$ cat src/rtl/glb_2_lb_dma.sv
// Global-buffer to local-buffer 3-D tile mover: strided reads out of the global
// buffer, contiguous writes into a local buffer, with optional zero-fill mode.
module glb_2_lb_dma #(
    parameter int unsigned DATA_W   = 128,
    parameter int unsigned GLB_AW   = 15,
    parameter int unsigned LB_AW    = 10,
    parameter int unsigned DIM_W    = 6,
    parameter int unsigned STRIDE_W = 8,
    parameter int unsigned RD_LAT   = 1
) (
    input  logic                clock,
    input  logic                rst,
    input  logic                start,
    output logic                busy,
    output logic                done,
    input  logic [GLB_AW-1:0]   cfg_glb_base,
    input  logic [LB_AW-1:0]    cfg_lb_base,
    input  logic [STRIDE_W-1:0] cfg_row_stride,
    input  logic [GLB_AW-1:0]   cfg_ch_stride,
    input  logic [DIM_W-1:0]    cfg_length,
    input  logic [DIM_W-1:0]    cfg_height,
    input  logic [DIM_W-1:0]    cfg_depth,
    input  logic                cfg_zero_fill,
    output logic                rd_en,
    output logic [GLB_AW-1:0]   rd_addr,
    input  logic [DATA_W-1:0]   rd_data,
    output logic                wr_en,
    output logic [LB_AW-1:0]    wr_addr,
    output logic [DATA_W-1:0]   wr_data
);

    typedef enum logic [1:0] {IDLE, ISSUE, DRAIN, DONE} state_e;

    state_e              state_q;
    logic [STRIDE_W-1:0] row_stride_q;
    logic [GLB_AW-1:0]   ch_stride_q;
    logic [DIM_W-1:0]    len_q, hgt_q, dep_q;
    logic                zf_q;
    logic [DIM_W-1:0]    x_q, r_q, c_q;
    logic [DIM_W-1:0]    x_d, r_d, c_d;
    logic [GLB_AW-1:0]   addr_q, row_q, ch_q;
    logic [GLB_AW-1:0]   addr_d, row_d, ch_d;
    logic                acc_v_q;
    logic                rd_en_q;
    logic [GLB_AW-1:0]   rd_addr_q;
    logic [RD_LAT-1:0]   vpipe_q;
    logic [LB_AW-1:0]    wr_ptr_q;
    logic [LB_AW-1:0]    wr_addr_q;
    logic [DATA_W-1:0]   wr_data_q;
    logic                busy_q, done_q;

    logic                x_end, r_end, c_end, last_acc;
    logic [RD_LAT:0]     vchain;
    logic                wr_fire, pipe_pending;

    assign x_end    = (x_q == len_q - 1'b1);
    assign r_end    = (r_q == hgt_q - 1'b1);
    assign c_end    = (c_q == dep_q - 1'b1);
    assign last_acc = x_end & r_end & c_end;

    // vchain[0] is the access currently on the read port; vchain[RD_LAT] is wr_en.
    // Read data is captured on the edge that moves an access into the last stage.
    assign vchain       = {vpipe_q, acc_v_q};
    assign wr_fire      = vchain[RD_LAT-1];
    assign pipe_pending = |vchain[RD_LAT-1:0];

    // Row and channel start addresses are kept incrementally, so no multipliers.
    always_comb begin
        x_d    = x_q;
        r_d    = r_q;
        c_d    = c_q;
        addr_d = addr_q;
        row_d  = row_q;
        ch_d   = ch_q;
        if (!x_end) begin
            x_d    = x_q + 1'b1;
            addr_d = addr_q + 1'b1;
        end else if (!r_end) begin
            x_d    = '0;
            r_d    = r_q + 1'b1;
            row_d  = row_q + GLB_AW'(row_stride_q);
            addr_d = row_d;
        end else begin
            x_d    = '0;
            r_d    = '0;
            c_d    = c_q + 1'b1;
            ch_d   = ch_q + ch_stride_q;
            row_d  = ch_d;
            addr_d = ch_d;
        end
    end

    always_ff @(posedge clock or posedge rst) begin
        if (rst) begin
            state_q      <= IDLE;
            row_stride_q <= '0;
            ch_stride_q  <= '0;
            len_q        <= '0;
            hgt_q        <= '0;
            dep_q        <= '0;
            zf_q         <= 1'b0;
            x_q          <= '0;
            r_q          <= '0;
            c_q          <= '0;
            addr_q       <= '0;
            row_q        <= '0;
            ch_q         <= '0;
            acc_v_q      <= 1'b0;
            rd_en_q      <= 1'b0;
            rd_addr_q    <= '0;
            vpipe_q      <= '0;
            wr_ptr_q     <= '0;
            wr_addr_q    <= '0;
            wr_data_q    <= '0;
            busy_q       <= 1'b0;
            done_q       <= 1'b0;
        end else begin
            vpipe_q   <= vchain[RD_LAT-1:0];
            wr_data_q <= '0;
            if (wr_fire) begin
                wr_addr_q <= wr_ptr_q;
                wr_ptr_q  <= wr_ptr_q + 1'b1;
                if (!zf_q) wr_data_q <= rd_data;
            end
            done_q <= 1'b0;

            case (state_q)
                IDLE: begin
                    acc_v_q <= 1'b0;
                    rd_en_q <= 1'b0;
                    if (start) begin
                        row_stride_q <= cfg_row_stride;
                        ch_stride_q  <= cfg_ch_stride;
                        len_q        <= cfg_length;
                        hgt_q        <= cfg_height;
                        dep_q        <= cfg_depth;
                        zf_q         <= cfg_zero_fill;
                        x_q          <= '0;
                        r_q          <= '0;
                        c_q          <= '0;
                        addr_q       <= cfg_glb_base;
                        row_q        <= cfg_glb_base;
                        ch_q         <= cfg_glb_base;
                        wr_ptr_q     <= cfg_lb_base;
                        if (cfg_length == '0 || cfg_height == '0 || cfg_depth == '0) begin
                            state_q <= DONE;
                            done_q  <= 1'b1;
                        end else begin
                            state_q <= ISSUE;
                            busy_q  <= 1'b1;
                            acc_v_q <= 1'b1;
                            rd_en_q <= !cfg_zero_fill;
                            if (!cfg_zero_fill) rd_addr_q <= cfg_glb_base;
                        end
                    end
                end
                ISSUE: begin
                    if (last_acc) begin
                        acc_v_q <= 1'b0;
                        rd_en_q <= 1'b0;
                        state_q <= DRAIN;
                    end else begin
                        x_q     <= x_d;
                        r_q     <= r_d;
                        c_q     <= c_d;
                        addr_q  <= addr_d;
                        row_q   <= row_d;
                        ch_q    <= ch_d;
                        acc_v_q <= 1'b1;
                        rd_en_q <= !zf_q;
                        if (!zf_q) rd_addr_q <= addr_d;
                    end
                end
                DRAIN: begin
                    if (!pipe_pending) begin
                        state_q <= DONE;
                        busy_q  <= 1'b0;
                        done_q  <= 1'b1;
                    end
                end
                DONE: begin
                    state_q <= IDLE;
                end
                default: state_q <= IDLE;
            endcase
        end
    end

    assign busy    = busy_q;
    assign done    = done_q;
    assign rd_en   = rd_en_q;
    assign rd_addr = rd_addr_q;
    assign wr_en   = vpipe_q[RD_LAT-1];
    assign wr_addr = wr_addr_q;
    assign wr_data = wr_data_q;

endmodule

$ cat config.mk
export PLATFORM = sky130hd
export DESIGN_NAME = glb_2_lb_dma
export DESIGN_NICKNAME = d
export VERILOG_FILES = /design/src/rtl/glb_2_lb_dma.sv
export SDC_FILE = /design/constraint.sdc
export NUM_CORES = 1
export LEC_CHECK = 0
export BUFFER_PORTS_ARGS = -buffer_cell sky130_fd_sc_hd__clkbuf_2
export CAP_MARGIN = 0
export CELL_PAD_IN_SITES_DETAIL_PLACEMENT = 1
export CELL_PAD_IN_SITES_GLOBAL_PLACEMENT = 1
export CORE_UTILIZATION = 40
export CTS_CLUSTER_SIZE = 28
export DETAILED_ROUTE_END_ITERATION = 6
export HOLD_SLACK_MARGIN = 0.08
export PLACE_DENSITY = 0.81
export REMOVE_ABC_BUFFERS = 1
export SLEW_MARGIN = 20
export SYNTH_ARGS = -nofsm -noshare
export SYNTH_HDL_FRONTEND = slang
export SYNTH_SLANG_ARGS = --single-unit
$ cat constraint.sdc
create_clock -name clock -period 9.77 [get_ports clock]
set_input_delay 0.4885 -clock clock [delete_from_list [all_inputs] [get_ports clock]]
set_output_delay 0.4885 -clock clock [all_outputs]
set_load 0.005 [all_outputs]
# Yosys cells after proc, flatten, opt, wreduce, memory -nomap -nowiden
# Index checks and enable logic that the tools add are counted.
# word_totals
reg_bits	275
inputBits	198
output_inout_bits	157
word_cells	122
# classes
n_addsub	10
eq_ne	15
n_mux	56
bitwise	2
reduce_logical	17
# op_table
operator	count
2-to-1 mux 128 bit	2
2-to-1 mux 15 bit	14
one-hot mux 15 bit (2 select lines)	4
2-to-1 mux 6 bit	9
one-hot mux 6 bit (2 select lines)	3
2-to-1 mux 10 bit	3
adder 6 x 1 -> 6 bit (second input constant)	3
equality test 6 bit	3
logical NOT 6 bit	3
!= test 2 bit (second input constant)	9
subtractor 6 x 1 -> 6 bit (second input constant)	3
adder 15 x 1 -> 15 bit (second input constant)	1
adder 15 bit	1
adder 15 x 8 -> 15 bit	1
2-to-1 mux 1 bit	12
adder 10 x 1 -> 10 bit (second input constant)	1
2-to-1 mux 2 bit	4
one-hot mux 1 bit (2 select lines)	4
one-hot mux 2 bit (4 select lines)	1
AND reduction 4 bit	2
AND reduction 3 bit	2
AND reduction 6 bit	1
AND reduction 5 bit	1
equality test 2 bit (second input constant)	2
other kinds (7)	11

# Logic depth before layout (Yosys ltp)
# logic_depth
ltp_word	7
depth_mapped	13
depth_no_buf	11

# Least setup slack after synthesis
# OpenSTA, ideal clock, no wires.
# synth_path
path_type	reg-to-reg
from	register hgt_q[0]
to	register row_q[0]
setup_ns	0.126
arrival_ns	2.698
required_ns	9.644
path_slack_ns	6.946
stages_incl_launch_ff	10
path_buffers	2
synth_period_minus_slack_ns	2.824
cell_sequence	dfrtp_1 > or4_1 > or3_1 > a2111oi_2 > and2_1 > buf_4 > buf_4 > mux2i_1 > a21oi_1 > o32a_1
# synth_between
elab_chain_len	6
# synth_lines
item	line_no	source
start: declaration	37	logic [DIM_W-1:0] len_q, hgt_q, dep_q;
start signal: assignment	135	hgt_q <= cfg_height;
subtractor 6 x 1 -> 6 bit (*)	57	assign r_end = (r_q == hgt_q - 1'b1);
equality test 6 bit (*)	57	
bitwise AND 1 bit or 2-to-1 mux 15 bit (tied branches)	59, 78	
bitwise AND 1 bit or 2-to-1 mux 15 bit (tied branches)	59, 75	
!= test 2 bit (no source line) or 2-to-1 mux 15 bit (tied branches)	-	
AND reduction 4 bit (no source line) or one-hot mux 15 bit (2 select lines) (tied branches)	-	
end signal: assignment	142	row_q <= cfg_glb_base;
end signal: assignment	167	row_q <= row_d;
end: declaration	41	logic [GLB_AW-1:0] addr_q, row_q, ch_q;
# Mark *: on every way between the ends. The rest lies on a longest branch, timed or not. The select of a mux whose other input is x is not followed.
# A chain may end at the register's enable or synchronous reset.

# Worst setup path in the final report
# layout_path
from	register hgt_q[0]
to	register addr_q[11]
# layout_between
elab_chain_len	6
# layout_lines
item	line_no	source
subtractor 6 x 1 -> 6 bit (*)	57	
equality test 6 bit (*)	57	
2-to-1 mux 15 bit or bitwise AND 1 bit (tied branches)	78, 59	
2-to-1 mux 15 bit or bitwise AND 1 bit (tied branches)	75, 59	
2-to-1 mux 15 bit or != test 2 bit (tied branches)	-	
one-hot mux 15 bit (2 select lines) or AND reduction 3 bit (tied branches)	-	
end signal: assignment	141	addr_q <= cfg_glb_base;
end signal: assignment	166	addr_q <= addr_d;
end: declaration	41	
# Marks and branches as above.

==> key figures <==
STA
  – Final hold vios: 0
  – Slew HR: 33.9%
  – Highest clock rate: 0.228 GHz
  – Skew final: 0.0213 ns
  – Unrepaired setup endpoints after global routing: false
  – Worst slew pin tran: 0.991 ns
  – Final period util: 45.0%
  – Setup_tns: 0 ns
  – Pins over their slew limit: 0
  – Final min period: 4.40 ns
  – Final setup fails: 0

Synthesis
  – Post-synthesis sequential area ratio: 54.4%
  – Post-synth EDFFs: 0
  – Post-Syn Area: 12,600 um2
  – Top cell type by total area after synthesis: dfrtp_1
  – Synthesis Warnings: 0
  – Mean post-synth cell area: 10.7 um2
  – Unique masters post-synth: 67
  – Post-synth top flop: dfrtp_1
  – Synth top area share: 54.4%
  – Mapped Cells: 1,177
  – Post-synth ARST share: 100%
  – Synth Register Bits: 275
  – Synth top area cells: dfrtp_1, and2_1, mux2_2

Die
  – Core area: 30,800 um2
  – Die area: 32,300 um2
  – Core Rows: 64
  – Initial Util: 41.0%
  – Die W: 180 um
  – IO Count: 355
  – Die height: 180 um

Setup path
  – Critical Path RT: 10.21 ns
  – Reg-to-Reg Start: hgt_q[0]
  – Critical Path AT: 4.83 ns
  – Delay-heaviest family, CP: simple AND/OR/NAND/NOR gates
  – Worst setup path category: reg2reg
  – Reg2reg setup slack: 5.37 ns
  – Critical Path Start Type: register
  – Crit end category: register
  – Buf/Inv on CP: 0
  – Slowest-stage cell, CP: a31o_2
  – Cell chain of the critical path: or4_1 > or3_1 > a2111oi_2 > and2_1 > a31o_2 > nand2b_1 > nor2_1 > a221o_1
  – Worst path max stage delay: 0.93 ns
  – Worst R2R End: addr_q[11]
  – Reg2Reg Depth: 8
  – Worst-path maximum fanout: 49

Clocking
  – TritonCTS Sinks: 275
  – CTS clock-pin slew for the worst setup and hold paths: 0.06 ns
  – CTS Buf Count: 31
  – Clk_lat worst skew: 0.57 ns
  – H-tree depth: 1
  – Hold Buf Count CTS: 0
  – CTS tree: done
  – Clock Root Buffer: clkbuf_16
  – Max Root-Sink Buffers: 3
  – Post-CTS setup repair buffer count: 0
  – Post-CTS sizing: 0

Route
  – DRT Pass-1 Iters: 6
  – Number of vias per cell: 5.20
  – Routed wire length: 38.3 mm
  – Post-route ant nets: 0
  – DR WL/cell: 19.7 um
  – Total number of vias: 10,100
  – Residual DRC: 10
  – Starting DRT DRC Count: 409

Power
  – Pwr Density: 362 nW/um2
  – VDD IR max: 177 uV
  – Leakage: 7.86 nW

Final layout
  – Final #Nets: 1,752
  – Layout area overhead: 25.9%
  – Share of post-route cells with drive strength above 1: 31.9%
  – Final std cells w/o fill: 1,941

Placed design
  – Detail Placement HPWL: 28.1 mm
  – Placer Congestion: 0.872
  – Placed cell count: 1,882
  – Port Buf Inserts: 354

Global route
  – First-pass GRT wire length: 60.8 mm
  – Largest net degree at the start of global routing: 149
  – Initial antenna violation count: 6
  – Number of global-route vias before repair: 10,800
  – Grt ovf: 0
  – GRT Total Usage: 23.9%

Status
  – Status: finished, violations left
  – Failing checks: DRC

Run
  – # Max-Cap Violations: 0

Hold path
  – Hold Crit Class: in2async
## synth_stat cells (20+ instances only)
| cell | n |
|---|---|
| xor2_1 | 28 |
| nand2_1 | 102 |
| inv_1 | 28 |
| clkbuf_1 | 38 |
| and2_1 | 135 |
| dfrtp_1 | 275 |
| mux2_2 | 59 |
| nor2b_1 | 20 |
| a21oi_1 | 78 |
| nand3_1 | 20 |
| xnor2_1 | 40 |
| ha_1 | 33 |
| nor2_1 | 69 |
| o21ai_0 | 70 |
## routing by layer
metal  track usage (%)  vias to the layer above  part of all wire [%]
met5                 0                        -                  0.13
met3              6.89                       94                   7.1
li1                  -                     4719                     -
met4              10.1                        8                   4.4
met1              26.1                     4992                    37
met2              43.1                      281                    51
## stage by stage
| stage | instance area [um2] | setup slack [ns] | power (W) | hold WS, ns | util [%] |
|---|---|---|---|---|---|
| global placement | 14800 | 5.56 | 0.00434 | 0.466 | 47.9 |
| floorplan | 12400 | 1.70 | 0.00356 | 0.450 | - |
| detailed placement | 14800 | 5.41 | 0.00449 | 0.475 | 47.9 |
| global route | 15900 | 5.12 | 0.00617 | 0.111 | 51.6 |
| finish | 15900 | 5.37 | 0.00576 | 0.0772 | 51.6 |
| CTS | 15900 | 5.37 | 0.00581 | 0.107 | 51.6 |
## cells in the final DEF, fill, tap and decap left out, drive strengths merged, types with 8 or more instances in the layout
cell type  count
a21oi         78
nor3          15
nand2b         9
o21ai         71
ha            33
inv           28
nand3         20
a21o          12
a31oi          9
mux2i         11
clkbuf       398
and2         135
and3          13
nand4          8
nor2          69
nand2        104
xnor2         40
mux2          59
dfrtp        275
nor2b         20
xor2          28
o31ai          8
## worst reg2reg max path: stages (launching register included)
cell and delay (ns):
dfrtp_1 0.44, or4_1 0.58, or3_1 0.35, a2111oi_2 0.44
and2_1 0.68, a31o_2 0.93, nand2b_1 0.47, nor2_1 0.12
a221o_1 0.27
## sequential cells by signal, summed over array words and instances, names as in the netlist, 2 cells and up
| name | count |
|---|---|
| addr_q | 15 |
| c_q | 6 |
| ch_q | 15 |
| ch_stride_q | 15 |
| dep_q | 6 |
| hgt_q | 6 |
| len_q | 6 |
| r_q | 6 |
| rd_addr | 15 |
| row_q | 15 |
| row_stride_q | 8 |
| state_q | 2 |
| wr_addr | 10 |
| wr_data | 128 |
| wr_ptr_q | 10 |
| x_q | 6 |
## where the power goes
group | switching (W) | internal [W] | leakage [nW] | total [W]
Sequential | 0.000309 | 0.00159 | 3.46 | 0.00190
Combinational | 0.00148 | 0.00109 | 3.84 | 0.00257
Clock | 0.000480 | 0.000806 | 0.560 | 0.00129
Total | 0.00227 | 0.00349 | 7.86 | 0.00576
## kinds of logic (layout without fill, tap and decap cells)
kind of cell | after synthesis | in the layout | share of synthesized area [%]
and+or+nand+nor | 411 | 411 | 16.7
DFF | 275 | 275 | 54.4
AOI/OAI and AO/OA | 237 | 237 | 11.9
buffers and inverters | 81 | 447 | 2.57
muxes | 70 | 70 | 6.13
xor gates and xnor gates | 68 | 68 | 4.71
adders and majority gates | 35 | 35 | 3.58
other | 0 | 2 | 0
## layout make-up
type | instances | area, um2
fillers | 3471 | 14900
multi-input cells | 821 | 5450
well taps | 396 | 495
flip-flops and latches | 275 | 6880
repair buffers | 361 | 1820
inverters | 29 | 121
clock buffers | 44 | 915
clock inverters | 13 | 225
diodes | 2 | 5.00
## worst max-delay path by stage
stage | startpoint | endpoint | slack, ns | depth (start not counted)
finish | hgt_q[0] | addr_q[11] | 5.37 | 8
global route | hgt_q[0] | addr_q[11] | 5.12 | 8
CTS | hgt_q[0] | addr_q[11] | 5.37 | 8
detailed placement | hgt_q[0] | addr_q[11] | 5.41 | 8
global placement | hgt_q[0] | addr_q[11] | 5.56 | 8
floorplan | rst | acc_v_q | 1.70 | 1
(Power assumes the default switching activity.)
